## config.mk

```make
export PLATFORM = sky130hd
export DESIGN_NAME = data_mem_bridge_flat
export DESIGN_NICKNAME = d
export VERILOG_FILES = /design/src/rtl/data_mem_bridge_if.sv /design/src/rtl/data_mem_bridge.sv /design/src/flat_wrapper.sv
export SDC_FILE = /design/constraint.sdc
export NUM_CORES = 1
export LEC_CHECK = 0
export ABC_AREA = 1
export BUFFER_PORTS_ARGS = -buffer_cell sky130_fd_sc_hd__buf_2
export CORE_UTILIZATION = 42
export DETAILED_ROUTE_END_ITERATION = 8
export PLACE_DENSITY = 0.9
export RECOVER_POWER = 25
export SKIP_CTS_REPAIR_TIMING = 1
export SLEW_MARGIN = 20
export SYNTH_ARGS = -nofsm -noshare
export SYNTH_HDL_FRONTEND = slang
export SYNTH_SLANG_ARGS = --single-unit
```

## constraint.sdc

```tcl
create_clock -name clk -period 3.8 [get_ports clk]
set_clock_uncertainty 0.05 [all_clocks]
set_input_delay 0.95 -clock clk [delete_from_list [all_inputs] [get_ports clk]]
set_output_delay 0.95 -clock clk [all_outputs]
set_load 0.01 [all_outputs]
```

## src/rtl/data_mem_bridge_if.sv

```systemverilog
// data_mem_bridge_if: requester-side bus of the data-memory bridge.
//   master modport : drives rd_valid/rd_addr and wr_valid/wr_addr/wr_data,
//                    receives rd_ready/rd_data and wr_ready.
//   slave modport  : the bridge side of the same signals.
// valid is level-held by the requester until the matching ready pulse.
interface data_mem_bridge_if #(
    parameter int ADDR_WIDTH = 32,
    parameter int DATA_WIDTH = 32
);
    logic                  rd_valid;
    logic [ADDR_WIDTH-1:0] rd_addr;
    logic                  rd_ready;
    logic [DATA_WIDTH-1:0] rd_data;
    logic                  wr_valid;
    logic [ADDR_WIDTH-1:0] wr_addr;
    logic [DATA_WIDTH-1:0] wr_data;
    logic                  wr_ready;

    modport master (
        output rd_valid, rd_addr, wr_valid, wr_addr, wr_data,
        input  rd_ready, rd_data, wr_ready
    );

    modport slave (
        input  rd_valid, rd_addr, wr_valid, wr_addr, wr_data,
        output rd_ready, rd_data, wr_ready
    );
endinterface

```

## src/rtl/data_mem_bridge.sv

```systemverilog
// data_mem_bridge: converts level-held valid / pulsed ready requests into accesses on a
// single-port synchronous SRAM with a fixed read latency. Reads and writes are serialised,
// writes win on collision, and completion is signalled with a registered one-cycle ready.
//
// Ports:
//   clk, reset   clock (rising edge) and asynchronous active-high reset
//   bus          data_mem_bridge_if.slave request bus (rd_*/wr_* valid, addr, data, ready)
//   sram_en      one-cycle access strobe
//   sram_we      1 = write, 0 = read (qualified by sram_en)
//   sram_addr    SRAM word address (low bits of the captured request address)
//   sram_wdata   write data, non-zero only while a write is in progress
//   sram_rdata   SRAM read data, SRAM_READ_LATENCY cycles after a read strobe
//   busy         high whenever the FSM is not idle
//   addr_err     sticky out-of-range flag (only with DATA_MEM_BRIDGE_BOUNDS_CHECK_EN)
//
// Build option DATA_MEM_BRIDGE_BOUNDS_CHECK_EN: addresses >= MEM_DEPTH_WORDS issue no strobe,
// reads return 0xDEADBEEF (replicated/truncated) and addr_err latches. Without it, upper
// address bits are dropped and accesses wrap modulo MEM_DEPTH_WORDS.
module data_mem_bridge #(
    parameter int ADDR_WIDTH        = 32,
    parameter int DATA_WIDTH        = 32,
    parameter int MEM_DEPTH_WORDS   = 4096,
    parameter int SRAM_READ_LATENCY = 2
) (
    input  logic                               clk,
    input  logic                               reset,
    data_mem_bridge_if.slave                   bus,
    output logic                               sram_en,
    output logic                               sram_we,
    output logic [$clog2(MEM_DEPTH_WORDS)-1:0] sram_addr,
    output logic [DATA_WIDTH-1:0]              sram_wdata,
    input  logic [DATA_WIDTH-1:0]              sram_rdata,
    output logic                               busy
`ifdef DATA_MEM_BRIDGE_BOUNDS_CHECK_EN
    ,
    output logic                               addr_err
`endif
);
    localparam int AW = $clog2(MEM_DEPTH_WORDS);

    function automatic logic [DATA_WIDTH-1:0] poison_word();
        logic [31:0]           pat;
        logic [DATA_WIDTH-1:0] w;
        pat = 32'hDEAD_BEEF;
        for (int i = 0; i < DATA_WIDTH; i++) w[i] = pat[i % 32];
        return w;
    endfunction

    localparam logic [DATA_WIDTH-1:0] POISON   = poison_word();
    localparam logic [1:0]            CNT_LOAD = 2'(SRAM_READ_LATENCY - 1);

    typedef enum logic [2:0] {StIdle, StWr, StRdIssue, StRdWait, StAck} state_e;

    state_e                state_q, state_d;
    logic [1:0]            cnt_q, cnt_d;
    logic [AW-1:0]         addr_q, addr_d;
    logic                  oob_q, oob_d;
    logic                  sram_en_q, sram_en_d;
    logic                  sram_we_q, sram_we_d;
    logic [DATA_WIDTH-1:0] sram_wdata_q, sram_wdata_d;
    logic                  rd_ready_q, rd_ready_d;
    logic                  wr_ready_q, wr_ready_d;
    logic [DATA_WIDTH-1:0] rd_data_q, rd_data_d;
    logic                  busy_q, busy_d;
    logic                  addr_err_q, addr_err_d;
    logic                  rd_oob, wr_oob;

`ifdef DATA_MEM_BRIDGE_BOUNDS_CHECK_EN
    // Widened compare so the check is correct for any ADDR_WIDTH vs depth.
    assign rd_oob = 64'(bus.rd_addr) >= 64'(MEM_DEPTH_WORDS);
    assign wr_oob = 64'(bus.wr_addr) >= 64'(MEM_DEPTH_WORDS);
`else
    assign rd_oob = 1'b0;
    assign wr_oob = 1'b0;
`endif

    // Output registers take the value of the cycle being entered, so every output is a flop.
    always_comb begin
        state_d      = state_q;
        cnt_d        = cnt_q;
        addr_d       = addr_q;
        oob_d        = oob_q;
        sram_en_d    = 1'b0;
        sram_we_d    = 1'b0;
        sram_wdata_d = '0;
        rd_ready_d   = 1'b0;
        wr_ready_d   = 1'b0;
        rd_data_d    = rd_data_q;
        addr_err_d   = addr_err_q;
        unique case (state_q)
            StIdle: begin
                if (bus.wr_valid) begin
                    state_d      = StWr;
                    addr_d       = bus.wr_addr[AW-1:0];
                    oob_d        = wr_oob;
                    sram_en_d    = !wr_oob;
                    sram_we_d    = 1'b1;
                    sram_wdata_d = bus.wr_data;
                    addr_err_d   = addr_err_q | wr_oob;
                end else if (bus.rd_valid) begin
                    state_d    = StRdIssue;
                    addr_d     = bus.rd_addr[AW-1:0];
                    oob_d      = rd_oob;
                    sram_en_d  = !rd_oob;
                    addr_err_d = addr_err_q | rd_oob;
                end
            end
            StWr: begin
                state_d    = StAck;
                wr_ready_d = 1'b1;
            end
            StRdIssue: begin
                state_d = StRdWait;
                cnt_d   = CNT_LOAD;
            end
            StRdWait: begin
                if (cnt_q == 2'd0) begin
                    state_d    = StAck;
                    rd_ready_d = 1'b1;
                    rd_data_d  = oob_q ? POISON : sram_rdata;
                end else begin
                    cnt_d = cnt_q - 2'd1;
                end
            end
            StAck:   state_d = StIdle;
            default: state_d = StIdle;
        endcase
        busy_d = (state_d != StIdle);
    end

    always_ff @(posedge clk or posedge reset) begin
        if (reset) begin
            state_q      <= StIdle;
            cnt_q        <= '0;
            addr_q       <= '0;
            oob_q        <= 1'b0;
            sram_en_q    <= 1'b0;
            sram_we_q    <= 1'b0;
            sram_wdata_q <= '0;
            rd_ready_q   <= 1'b0;
            wr_ready_q   <= 1'b0;
            rd_data_q    <= '0;
            busy_q       <= 1'b0;
            addr_err_q   <= 1'b0;
        end else begin
            state_q      <= state_d;
            cnt_q        <= cnt_d;
            addr_q       <= addr_d;
            oob_q        <= oob_d;
            sram_en_q    <= sram_en_d;
            sram_we_q    <= sram_we_d;
            sram_wdata_q <= sram_wdata_d;
            rd_ready_q   <= rd_ready_d;
            wr_ready_q   <= wr_ready_d;
            rd_data_q    <= rd_data_d;
            busy_q       <= busy_d;
            addr_err_q   <= addr_err_d;
        end
    end

    assign sram_en      = sram_en_q;
    assign sram_we      = sram_we_q;
    assign sram_addr    = addr_q;
    assign sram_wdata   = sram_wdata_q;
    assign busy         = busy_q;
    assign bus.rd_ready = rd_ready_q;
    assign bus.rd_data  = rd_data_q;
    assign bus.wr_ready = wr_ready_q;
`ifdef DATA_MEM_BRIDGE_BOUNDS_CHECK_EN
    assign addr_err     = addr_err_q;
`endif
endmodule

```

## src/flat_wrapper.sv

```systemverilog
// flat-port wrapper written by rule: the top's interface ports become plain ports
module data_mem_bridge_flat 
#(
    parameter int ADDR_WIDTH        = 32,
    parameter int DATA_WIDTH        = 32,
    parameter int MEM_DEPTH_WORDS   = 4096,
    parameter int SRAM_READ_LATENCY = 2
)
  (clk, reset, sram_en, sram_we, sram_addr, sram_wdata, sram_rdata, busy, bus_rd_valid, bus_rd_addr, bus_wr_valid, bus_wr_addr, bus_wr_data, bus_rd_ready, bus_rd_data, bus_wr_ready);
  data_mem_bridge_if #(.ADDR_WIDTH(ADDR_WIDTH), .DATA_WIDTH(DATA_WIDTH)) bus_i ();
  input  logic clk;
  input  logic reset;
  output logic sram_en;
  output logic sram_we;
  output logic [$clog2(MEM_DEPTH_WORDS)-1:0] sram_addr;
  output logic [DATA_WIDTH-1:0] sram_wdata;
  input  logic [DATA_WIDTH-1:0] sram_rdata;
  output logic busy;
  input wire logic [$bits(bus_i.rd_valid)-1:0] bus_rd_valid;
  input wire logic [$bits(bus_i.rd_addr)-1:0] bus_rd_addr;
  input wire logic [$bits(bus_i.wr_valid)-1:0] bus_wr_valid;
  input wire logic [$bits(bus_i.wr_addr)-1:0] bus_wr_addr;
  input wire logic [$bits(bus_i.wr_data)-1:0] bus_wr_data;
  output wire logic [$bits(bus_i.rd_ready)-1:0] bus_rd_ready;
  output wire logic [$bits(bus_i.rd_data)-1:0] bus_rd_data;
  output wire logic [$bits(bus_i.wr_ready)-1:0] bus_wr_ready;
  assign bus_i.rd_valid = bus_rd_valid;
  assign bus_i.rd_addr = bus_rd_addr;
  assign bus_i.wr_valid = bus_wr_valid;
  assign bus_i.wr_addr = bus_wr_addr;
  assign bus_i.wr_data = bus_wr_data;
  assign bus_rd_ready = bus_i.rd_ready;
  assign bus_rd_data = bus_i.rd_data;
  assign bus_wr_ready = bus_i.wr_ready;
  data_mem_bridge #(.ADDR_WIDTH(ADDR_WIDTH), .DATA_WIDTH(DATA_WIDTH), .MEM_DEPTH_WORDS(MEM_DEPTH_WORDS), .SRAM_READ_LATENCY(SRAM_READ_LATENCY)) u_core (.clk(clk), .reset(reset), .bus(bus_i), .sram_en(sram_en), .sram_we(sram_we), .sram_addr(sram_addr), .sram_wdata(sram_wdata), .sram_rdata(sram_rdata), .busy(busy));
endmodule
```

### Word level (Yosys, flattened, before mapping)

Cells that the tools add are included.
W data, S select, Z words.

| word-level totals | value |
|---|---|
| bits in registers | 87 |
| latch bits | 0 |
| bits in writable memories | 0 |
| ROM bits | 0 |
| input bits | 132 |
| output and inout port bits | 81 |
| word-level logic and storage cells | 45 |
| memories kept | 0 |

| operators by class | value |
|---|---|
| add/sub/neg operators | 1 |
| multipliers | 0 |
| divide/modulo/power cells | 0 |
| $lt $le $gt $ge | 0 |
| equality and inequality tests | 4 |
| shift operators | 0 |
| muxes and demuxes | 21 |
| bitwise operators | 0 |
| reduce and logical (&&, ||, !) cells | 8 |

Operators by type and width:

| kind | count |
|---|---|
| $mux W32 | 3 |
| $mux W12 | 2 |
| $pmux W3 S4 | 1 |
| $mux W1 | 10 |
| $mux W3 | 3 |
| $eq A3 B2 Y1 const B | 2 |
| $reduce_and A2 Y1 | 3 |
| $pmux W2 S2 | 1 |
| $reduce_bool A2 Y1 | 2 |
| $eq A3 B1 Y1 const B | 1 |
| $logic_not A3 Y1 | 1 |
| $reduce_bool A3 Y1 | 1 |
| $logic_not A2 Y1 | 1 |
| $mux W2 | 1 |
| $ne A2 B2 Y1 const B | 1 |
| $sub A2 B1 Y2 const B | 1 |

### Longest topological paths before layout

Gate-level depths: netlist (run 1).

| logic depth | value |
|---|---|
| word-level depth | 4 |
| gate-level depth with buffers | 9 |
| gate-level depth less buffers | 8 |

### Least setup slack after synthesis (run 1)

OpenSTA, ideal clock, no wires.

| timing path | value |
|---|---|
| path kind | input port to flip-flop |
| start point | input bus_wr_valid |
| end point | register u_core.addr_q[0] (netlist: u_core.sram_addr[0]) |
| library setup time | 0.117 ns |
| arrival | 1.560 ns |
| data required time | 3.633 ns |
| setup slack | 2.074 ns |
| stages | 6 |
| path buffers | 2 |
| cell sequence | buf_4 -> inv_2 -> nand2_2 -> buf_2 -> nand3_1 -> nand2_1 |

| between the ends | value |
|---|---|
| longest elaborated chain between the ends | 2 |
| elaborated cells on any way between the ends | 3 |
| those cells by class | mux: 1; reduce/logical: 2 |

RTL lines:

| element | line | source |
|---|---|---|
| from (decl) | flat_wrapper.sv:21 | `input wire logic [$bits(bus_i.wr_valid)-1:0] bus_wr_valid;` |
| $reduce_bool A2 Y1 (no source line) | - |  |
| $reduce_and A2 Y1 (no source line) | - |  |
| to (signal assigned) | data_mem_bridge.sv:148 | `addr_q <= addr_d;` |
| to (decl) | data_mem_bridge.sv:56 | `logic [AW-1:0] addr_q, addr_d;` |

Parallel ways exist; a longest one is shown, timed or not.
A chain may end at the register's enable or synchronous reset.

==> results.toml, run 1 <==
[status]
status = "finished, violations left"
violations = "capacitance limit, slew limit"

[grt]
grt-busiest-layer = "met2"
first_global_vias = 3026
antenna_found_initial = 0
grt.overflow.total = 0
grt_pass1_wl_mm = 12.8
grtUsageTotal_pct = 19.5
grtUsageMet2_pct = 35.2
grt_start_max_net_pins = 60
use_met1_pct = 21.2
grtUsageMet3_pct = 4.94

[clock_tree]
clkLatencyLatePin_ns = 0.34
clock_sinks = 86
cts_buffer_depth = 2
cts_htree_levels = 3
clockRootBuffer = "clkbuf_8"
cts_made_buffers = 9
tritoncts = "done"
path_clk_slew_ns = 0.09

[layout]
fin_nets = 675
finalInstanceArea_sq_mm = 0.00447
syn2layout_area_growth_pct = 33.2
drive_above_1_share_pct = 36.6
post-route-util_pct = 57.8
diodes = 0

[place]
routabilityCongestion = 0.784
dp_hpwl_mm = 5.50
post-place-ws_ns = 1.15
post_dp_cell_area_sq_mm = 0.00424
io_buffers = 172

[floorplanning]
ios = 213
die_area_sq_mm = 0.00834
core_sq_mm = 0.00773
die_h_um = 91.3
die_w_um = 91.3
rows = 32
initial_utilization_pct = 43.4

[sta]
setup_tns_ns = 0
rsz0062_at_grt = "no"
fmax_ghz = 0.411
hold_viol = 0
finalCritPeriodShare_pct = 64.1
slew_viol_final = 60
setup_viol = 0
finalCriticalPeriod_ns = 2.43
timing.hold.ws_ns = 0.422
tightest_slew_ns = 2.42
slew_headroom_pct = -62.3
setup_ws_ns = 1.37

[routing]
viasPerCell = 4.55
routed_wl_mm = 7.48
postRouteAntennaNets = 0
first_pass_iters = 4
wl_per_cell_um = 11.5
vias = 2951
drt_iter0_markers = 77
drc = 0

[logic_synthesis]
netlist-cell-type-count = 18
yosysSeqAreaShare_pct = 64.2
synth_seq_cells = 86
postSynthCellCount = 375
syn_area_sq_mm = 0.00335
ys_warn_count = 0
synth.avg_cell_area_sq_um = 8.94
synth.net_count = 508

[critical_path]
end_kind = "async pin"
required_ns = 4.28
crit_type = "input pin to async pin"
cp_data_arrival_time_ns = 2.91
cp_max_fo = 59
startpoint_type = "input pin"

[pwr]
leakage_nw = 2.66
powerDensity_mw_per_mm2 = 720
irDropWorstVdd_uv = 264

[hold_path]
min_path_type = "flip-flop to flip-flop"

[flow_run]
drv_cap = 1
-- synthesized netlist by cell type --
cell / instances / area [sq um]
inv_2: 2 / 7.51
nor2_4: 1 / 11.3
buf_4: 3 / 22.5
nor2_2: 1 / 6.26
nor2_1: 40 / 150
buf_6: 4 / 45.0
clkinv_2: 1 / 5.00
buf_2: 8 / 40.0
nand2_4: 2 / 22.5
o21ai_0: 3 / 15.0
inv_1: 10 / 37.5
clkbuf_1: 3 / 11.3
nand2_1: 195 / 732
nand3_1: 12 / 60.1
dfrtp_1: 86 / 2150
ha_1: 1 / 12.5
clkinv_4: 1 / 8.76
nand2_2: 2 / 12.5
-- cell families after synthesis --
group | synth area share (%)
flops | 64.2
fa+ha+maj | 0.373
simple gates | 29.7
compound gates | 0.448
buf+inv | 5.30
-- per-stage QoR --
step | cells | power, mW
2_1_floorplan | 375 | 2.08
3_3_place_gp | 633 | 2.48
3_5_place_dp | 633 | 2.54
4_1_cts | 649 | 3.27
5_1_grt | 649 | 3.46
6_report | 649 | 3.22
-- power breakdown --
part	leakage, nW	internal (mW)	switching [mW]
Combinational	1.47	0.421	0.679
Sequential	1.08	1.25	0.153
Clock	0.110	0.393	0.322
Total	2.66	2.06	1.15
-- placed cells by master, fill, tap and decap left out --
cell / instances
nand2_1: 195
ha_1: 1
bufinv_16: 2
dfrtp_1: 86
buf_4: 2
clkinv_4: 1
nor2_4: 1
nand2_4: 2
o21ai_0: 3
nand2_2: 2
inv_1: 9
inv_2: 2
clkinv_2: 1
buf_2: 172
inv_6: 2
clkbuf_8: 10
nand3_1: 12
nor2_1: 41
clkinvlp_2: 1
clkinvlp_4: 2
-- layer usage --
metal	share of wire, %	routed length, um	vias up
met1	41	3070	1352
met5	0	0	-
met4	2.6	192	0
met3	7.1	532	21
met2	49	3690	126
li1	-	-	1452
-- worst max-delay path, stage by stage --
cell and delay (ns):
buf_2 0.10, clkinvlp_2 1.37, buf_4 0.46
-- flip-flops by register name, summed over array words and instances (netlist names), 2 cells and up --
signal	flops
u_core.bus.rd_data	32
u_core.cnt_q	2
u_core.sram_addr	12
u_core.sram_wdata	32
u_core.state_q	3
-- layout make-up --
type	count	area [sq um]
inverters	14	60.1
flip-flops and latches	86	2150
fillers	675	3260
repair buffers	174	876
clock inverters	6	92.6
well taps	102	128
clock buffers	10	138
multi-input cells	257	1020
-- path summary, 6_finish.rpt --
path                                           from                      to  slack (ns)  cells after the start
worst min-delay path            u_core.sram_addr[2]     u_core.sram_addr[2]        0.42                      2
min in group asynchronous                     reset  u_core.bus.rd_data[29]        1.20                      2
worst min register to register  u_core.sram_addr[2]     u_core.sram_addr[2]        0.42                      2
worst max-delay path                          reset    u_core.sram_addr[10]        1.37                      3
worst max register to register      u_core.cnt_q[0]   u_core.bus.rd_data[4]        1.65                      8
max in group clk                       bus_wr_valid    u_core.sram_addr[10]        1.51                      6
Note: power is estimated with default switching activity, not from simulation.
==> inputs of run 2 (changes only) <==
ABC_AREA = 0   (was 1)
PLACE_DENSITY = 0.91   (was 0.9)
clock period = 2.4 ns   (was 3.8 ns; I/O delays follow)
==> results.toml, run 2 <==
[status]
status = "completed"

[layout]
diodes = 0
finalInstanceArea_sq_mm = 0.00441
seq_area_sq_mm = 0.00215
final_common_cell = "buf_2"
syn2layout_area_growth_pct = 36.0
drive_above_1_share_pct = 56.9
multi_input_area_sq_mm = 0.00101
fin_nets = 521
fillCellCount = 621
final_cell_mix = "buf_2 (172), dfrtp_1 (86), and2_1 (32)"
post-route-util_pct = 59.8

[floorplanning]
die_h_um = 89.8
die_area_sq_mm = 0.00807
ios = 213
rows = 31
core_sq_mm = 0.00737
die_w_um = 89.8
initial_utilization_pct = 44.0

[critical_path]
cp_data_arrival_time_ns = 1.97
reg2reg_to = "u_core.bus.rd_data[30]"
cp_max_fo = 33
path_delay_family = "multiplexers"
reg2reg_slack_ns = 0.59
end_kind = "flip-flop"
rr_startpoint = "u_core.cnt_q[0]"
slowest_stage = "mux2_1"
crit_type = "flip-flop to flip-flop"
r2r_cells = 4
max_stage_delay_ns = 0.49
cp_num_buf_inv = 1
crit_chain = "inv_1 -> ha_1 -> nand3_4 -> mux2_1"
startpoint_type = "flip-flop"
required_ns = 2.56

[place]
post_dp_cell_area_sq_mm = 0.00422
io_buffers = 172
routabilityCongestion = 0.726
dp_hpwl_mm = 5.16

[pwr]
finalPower_mw = 4.95
powerDensity_mw_per_mm2 = 1120
clkPwrFrac_pct = 20.9
sw_frac_of_total_pct = 31.2
p_int_mw = 3.41
leakage_nw = 2.34
p_switching_mw = 1.54
p_seq_share_pct = 45.6
p_comb_share_pct = 33.5
irDropWorstVdd_uv = 410

[clock_tree]
tritoncts = "done"
cts_htree_levels = 3
cts_buffer_depth = 2
clkLatencyLatePin_ns = 0.33
clock_sinks = 86
cts_made_buffers = 9
clockRootBuffer = "clkbuf_8"
path_clk_slew_ns = 0.07

[logic_synthesis]
synth-edff-count = 0
synth_seq_cells = 86
yosysMostFrequentCell = "dfrtp_1"
yosys-top-cells-count = "dfrtp_1 (86), and2_1 (32), mux2_1 (29)"
yosysTopAreaCellShare_pct = 66.4
synth.avg_cell_area_sq_um = 15.5
postSynthCellCount = 209
synth.net_count = 342
ys_warn_count = 0
yosysSeqAreaShare_pct = 66.4
synth_top_area_cell = "dfrtp_1"
syn_area_sq_mm = 0.00324
synth.area.top_cells = "dfrtp_1 (66%), mux2_1 (10%), mux2_2 (9.4%)"
netlist-cell-type-count = 27
async_flop_share_pct = 100
synth_ff_type = "dfrtp_1"

[grt]
grt_start_max_net_pins = 34
antenna_found_initial = 0
grt.overflow.total = 0
grtUsageTotal_pct = 18.0
grt_pass1_wl_mm = 11.4
first_global_vias = 2505

[routing]
drt_iter0_markers = 36
drc = 0
vias = 2242
wl_per_cell_um = 13.4
routed_wl_mm = 6.59
first_pass_iters = 3
postRouteAntennaNets = 0
viasPerCell = 4.57

[sta]
fmax_ghz = 0.552
slew_headroom_pct = 14.1
setup_tns_ns = 0
rsz0062_at_grt = "no"
setup_viol = 0
hold_viol = 0
tightest_slew_ns = 1.29
slew_viol_final = 0
finalCriticalPeriod_ns = 1.81
finalCritPeriodShare_pct = 75.5

[flow_run]
drv_cap = 0

[hold_path]
min_path_type = "input pin to async pin"
==> run 2: how the worst max path moves through the flow <==
stage | end | cells past startpoint | start | slack [ns]
CTS | u_core.bus.rd_data[30] | 4 | u_core.cnt_q[0] | 0.56
global route | u_core.state_q[2] | 3 | reset | 0.33
detailed placement | u_core.sram_addr[0] | 5 | bus_wr_valid | 0.45
finish | u_core.bus.rd_data[30] | 4 | u_core.cnt_q[0] | 0.59
global placement | u_core.sram_addr[9] | 5 | bus_wr_valid | 0.50
floorplan | u_core.bus.rd_data[0] | 1 | reset | 0.76
==> run 2: logic make-up after synthesis <==
kind of cell | count (synthesis) | synth area share, %
fa+ha+maj | 1 | 0.386
mux | 56 | 19.5
buf+inv | 14 | 2.55
simple gates | 45 | 9.77
flops | 86 | 66.4
compound gates | 7 | 1.43
==> run 2: metal layers <==
layer  wire, um  track usage, %
met1       2520            19.7
met2       3560            32.9
met3        413            4.82
met4         99            7.24
met5          0               0
==> run 2: layout make-up <==
class                           instances  share of cell area (%)
Sequential cell                        86                    48.8
Multi-Input combinational cell        109                    22.8
Timing Repair Buffer                  177                    20.5
Clock buffer                           10                    2.90
Tap cell                               99                    2.81
Clock inverter                          5                    1.70
Inverter                                5                   0.454
==> run 2: power by group through the flow <==
stage	Sequential, mW	Clock, mW	Combinational [mW]
4_1_cts	2.26	1.08	1.70
3_3_place_gp	2.25	0	1.63
2_1_floorplan	2.51	0	0.724
6_report	2.26	1.03	1.66
5_1_grt	2.34	1.14	1.82
3_5_place_dp	2.29	0	1.70
==> run 2: metrics by stage <==
stage | hold WS, ns | worst slack (ns) | std cells
3_3_place_gp | 0.419 | 0.502 | 476
4_1_cts | 0.107 | 0.563 | 491
5_1_grt | 0.165 | 0.327 | 491
6_report | 0.166 | 0.588 | 491
3_5_place_dp | 0.426 | 0.451 | 476
2_1_floorplan | 0.413 | 0.756 | 209
